`config.mk`:
```
export PLATFORM = sky130hd
export DESIGN_NAME = mem_port_arbiter
export DESIGN_NICKNAME = d
export VERILOG_FILES = /design/src/rtl/mem_port_arbiter.sv
export SDC_FILE = /design/constraint.sdc
export NUM_CORES = 1
export LEC_CHECK = 0
export CELL_PAD_IN_SITES_DETAIL_PLACEMENT = 1
export CELL_PAD_IN_SITES_GLOBAL_PLACEMENT = 1
export CORE_MARGIN = 2
export CORE_UTILIZATION = 28
export DETAILED_ROUTE_END_ITERATION = 12
export PLACE_DENSITY = 0.75
export SYNTH_ARGS = -nofsm -noshare
export SYNTH_HDL_FRONTEND = slang
export SYNTH_SLANG_ARGS = --single-unit
```
`constraint.sdc`:
```
create_clock -name clk -period 1.8 [get_ports clk]
set_input_delay 0.18 -clock clk [delete_from_list [all_inputs] [get_ports clk]]
set_output_delay 0.18 -clock clk [all_outputs]
set_load 0.05 [all_outputs]
```
`src/rtl/mem_port_arbiter.sv`:
```
// Shares one single-port word memory between a read-only fetch port and a read/write data port.
// Round-robin grant, byte-to-word translation with range check, fixed-latency access, one-cycle acks.
module mem_port_arbiter #(
  parameter logic [31:0] MEM_BASE = 32'h0040_0000,
  parameter int          ADDR_W   = 10,
  parameter int          LATENCY  = 1
) (
  input  logic              clk,
  input  logic              rst_n,
  input  logic              i_req,
  input  logic [31:0]       i_addr,
  output logic              i_ack,
  output logic              i_err,
  output logic [31:0]       i_rdata,
  input  logic              d_req,
  input  logic              d_we,
  input  logic [31:0]       d_addr,
  input  logic [31:0]       d_wdata,
  output logic              d_ack,
  output logic              d_err,
  output logic [31:0]       d_rdata,
  output logic              mem_en,
  output logic              mem_we,
  output logic [ADDR_W-1:0] mem_addr,
  output logic [31:0]       mem_wdata,
  input  logic [31:0]       mem_rdata,
  output logic              busy
);

  localparam int CNT_W = (LATENCY > 1) ? $clog2(LATENCY) : 1;

  typedef enum logic [1:0] {
    IDLE   = 2'd0,
    ACCESS = 2'd1,
    DONE   = 2'd2
  } state_t;

  state_t            state_q;
  logic              grantData_q;
  logic              lastData_q;
  logic              we_q;
  logic [CNT_W-1:0]  cnt_q;

  logic              pickData;
  logic              selWe;
  logic              inRange;
  logic [31:0]       selAddr;
  logic [31:0]       selWdata;
  logic [31:0]       offset;
  logic [ADDR_W-1:0] wordIdx;

  // On a tie the port that did not win the previous grant goes first.
  assign pickData = d_req & (~i_req | ~lastData_q);
  assign selAddr  = pickData ? d_addr : i_addr;
  assign selWe    = pickData & d_we;
  assign selWdata = pickData ? d_wdata : 32'd0;
  assign offset   = selAddr - MEM_BASE;
  assign wordIdx  = offset[ADDR_W+1:2];
  assign inRange  = (selAddr >= MEM_BASE) && ((offset >> (ADDR_W + 2)) == 32'd0);
  assign busy     = (state_q != IDLE);

  always_ff @(posedge clk or negedge rst_n) begin
    if (!rst_n) begin
      state_q     <= IDLE;
      grantData_q <= 1'b0;
      lastData_q  <= 1'b1;
      we_q        <= 1'b0;
      cnt_q       <= '0;
      i_ack       <= 1'b0;
      i_err       <= 1'b0;
      i_rdata     <= 32'd0;
      d_ack       <= 1'b0;
      d_err       <= 1'b0;
      d_rdata     <= 32'd0;
      mem_en      <= 1'b0;
      mem_we      <= 1'b0;
      mem_addr    <= '0;
      mem_wdata   <= 32'd0;
    end else begin
      i_ack  <= 1'b0;
      d_ack  <= 1'b0;
      mem_en <= 1'b0;
      mem_we <= 1'b0;
      case (state_q)
        IDLE: begin
          if (i_req | d_req) begin
            grantData_q <= pickData;
            lastData_q  <= pickData;
            we_q        <= selWe;
            if (inRange) begin
              state_q   <= ACCESS;
              mem_en    <= 1'b1;
              mem_we    <= selWe;
              mem_addr  <= wordIdx;
              mem_wdata <= selWdata;
              cnt_q     <= CNT_W'(LATENCY - 1);
            end else begin
              // Out-of-range requests skip the memory and complete next cycle.
              state_q <= DONE;
              if (pickData) begin
                d_ack   <= 1'b1;
                d_err   <= 1'b1;
                d_rdata <= 32'd0;
              end else begin
                i_ack   <= 1'b1;
                i_err   <= 1'b1;
                i_rdata <= 32'd0;
              end
            end
          end
        end
        ACCESS: begin
          if (cnt_q == '0) begin
            state_q <= DONE;
            if (grantData_q) begin
              d_ack   <= 1'b1;
              d_err   <= 1'b0;
              d_rdata <= we_q ? 32'd0 : mem_rdata;
            end else begin
              i_ack   <= 1'b1;
              i_err   <= 1'b0;
              i_rdata <= mem_rdata;
            end
          end else begin
            cnt_q <= cnt_q - 1'b1;
          end
        end
        DONE: begin
          state_q <= IDLE;
        end
        default: begin
          state_q <= IDLE;
        end
      endcase
    end
  end

endmodule

```
==> flow_summary.yaml <==
global_route:
  grt-ovfl-total: 0
  grt_pass1_vias: 5129
  grt_usage_pct: 17.27
  grt_pass1_wl_mm: 27.16
  grt_max_degree: 118
  antenna_found_initial: 0
die:
  die_w_um: 141.5
  pin_count: 246
  dieArea_um2: 20020
  core_area_um2: 18640
  initial_core_util_pct: 28.39
  dieHeight_um: 141.5
  rows: 50
clock_network:
  cts_buffer_depth: 2
  clkSlewWorstSetupHoldPaths_ns: 0.06
  htree_levels: 4
  numCtsBuffers: 17
  cts-root-buf: "clkbuf_16"
  cts_tree: "done"
  cts_num_sinks: 117
  clk_latency_ns: 0.40
routing:
  first_iter_violations: 152
  dr.pass1.iters: 4
  drt-vias-per-instance: 4.404
  drc: 0
  num_vias: 4466
  drt-total-wl_mm: 18.02
  drt.antenna.violating_nets: 0
  wire_per_inst_um: 17.77
sta:
  setup_ws_ns: -0.08744
  report.final.hold_viol_count: 0
  timing.fmax_mhz: 529.8
  rsz0062_at_grt: "yes"
  min_period_ns: 1.887
  layout_worst_path_cycle_share_pct: 104.9
  fin_worst_skew_ns: 0.008237
  slew_headroom_pct: 56.37
  drv_slew: 0
  report.final.setup_viol: 95
  worst_pin_slew_ns: 0.6545
synthesis:
  syn_area_um2: 5293
  avgSynthCellArea_um2: 10.80
  yosys_register_bits: 117
  synth_nets: 623
  synthArstFlopShare_pct: 100.0
  ys_seq_area_share_pct: 55.34
  synth-main-ff-cell: "dfrtp_1"
  syn_inst: 490
  synth_edf_count: 0
  synthDistinctLibCells: 32
  yosys_warnings: 0
cells_and_area:
  layout_commonest_cell: "clkdlybuf4s50_1"
  synthToLayoutAreaGrowth_pct: 73.95
  layout_common_cells: "clkdlybuf4s50_1 (172), dfrtp_1 (116), nand2_1 (104)"
  fin_nets: 900
  finish.utilization_pct: 49.38
  final_cells: 1014
  num_antenna_cells: 0
  layout-drive-gt1-share_pct: 14.49
critical_path:
  cp_num_buf_inv: 2
  crit_chain: "a21boi_4 -> nand4b_1 -> o22ai_4 -> o32ai_4 -> buf_6 -> buf_12 -> mux2i_4"
  crit_slowest_cell: "dfstp_2"
  crit_arrival_ns: 2.17
  end_kind: "register"
  critPathMaxFanout: 5
  critPathLaunchType: "register"
  path_class: "reg -> reg"
  rrSetupSlack_ns: -0.09
  required_ns: 2.08
  critPathTopFamily: "flip-flops"
  slowest_delay_ns: 0.56
run:
  maxCapViolCount: 0
outcome:
  outcome: "complete, but fails checks"
  violations: "setup timing"
placed_design:
  place_ws_ns: -0.4098
  gp_congestion: 0.8267
  port_buffers: 241
  placed_cells: 964
  place_hpwl_mm: 12.31
power:
  vdd.ir_drop.worst_mv: 0.5394
  power_uw: 7174
  p_leak_uw: 0.004794
  power_density_nw_per_um2: 779.2
worst_hold_path:
  hp-class: "in -> reg"
[logic make-up after synthesis]
family / share of synthesized area, %
AO/OA/AOI/OAI: 2.080
buffers and inverters: 9.787
multiplexers: 22.84
flip-flops: 55.34
AND/OR/NAND/NOR: 9.953
[power by group]
part           internal (µW)  switching (µW)
clock network           2460            1180
registers               2660            21.3
logic                    497             366
[layout make-up]
type                       count  area [µm²]
clock inverter                 9       147.6
tap                          234       292.8
sequential                   117        2929
timing repair buffer         280        3058
clock buffer                  23       488.0
multi-input combinational    251        1916
inverter                     100       375.4
fill                        1974        9437
[worst register-to-register path: stages (launching register included)]
cell and delay (ns):
dfstp_2 0.56, a21boi_4 0.07, nand4b_1 0.22, o22ai_4 0.30, o32ai_4 0.13, buf_6 0.16, buf_12 0.15, mux2i_4 0.19
[routing by layer]
layer / part of all wire, % / wire [µm] / track usage, %
met2: 52 / 9424 / 30.20
met3: 5.9 / 1060 / 6.176
met1: 40 / 7237 / 19.86
met5: 0 / 0 / 0
met4: 1.6 / 297 / 5.211
[timing repair]
action,in CTS,in global routing
pin swaps,2,4
setup buffers,3,5
gates resized for setup,17,66
hold buffers,1,0
hold endpoints to repair,116,0
cloned,0,9
endpoints found under the setup margin,102,154
[synthesized netlist by cell type (all sizes together) (2+ instances only)]
cell type	number	area share (%)
dfrtp	116	55
nand2	104	7.4
inv	100	7.1
mux2i	96	18
mux2	20	4.7
buf	13	2.1
clkbuf	9	0.64
nor4	8	0.95
nor2	4	0.28
nand2b	2	0.28
nor4b	2	0.45
o21ai	2	0.26
[registers in the layout, indices dropped and copies added, names as in the netlist, 2 cells and up]
name,cells
mem_wdata,32
state_q,2
i_rdata,32
d_rdata,32
mem_addr,10
[metrics by stage]
step	TNS [ns]	hold WS (ns)	cell area, µm²
after floorplan	-0.08424	-0.1156	5301
after global placement	-33.14	0.3271	8093
after global routing	-10.55	0.3262	9206
final	-3.959	0.3211	9206
after CTS	-4.048	0.3009	8772
after detailed placement	-36.97	0.3356	8093
[worst paths after layout]
kind / startpoint / to / cells past startpoint
min in group asynchronous: rst_n / mem_wdata[30]$_DFFE_PN0P_ / 3
min reg2reg: lastData_q$_DFFE_PN1P_ / lastData_q$_DFFE_PN1P_ / 2
min: d_wdata[10] / mem_wdata[10]$_DFFE_PN0P_ / 3
max in group asynchronous: rst_n / grantData_q$_DFFE_PN0P_ / 3
max reg2reg: lastData_q$_DFFE_PN1P_ / i_rdata[4]$_DFFE_PN0P_ / 7
max: lastData_q$_DFFE_PN1P_ / i_rdata[4]$_DFFE_PN0P_ / 7
No activity file was read; power rests on OpenSTA's default activity.
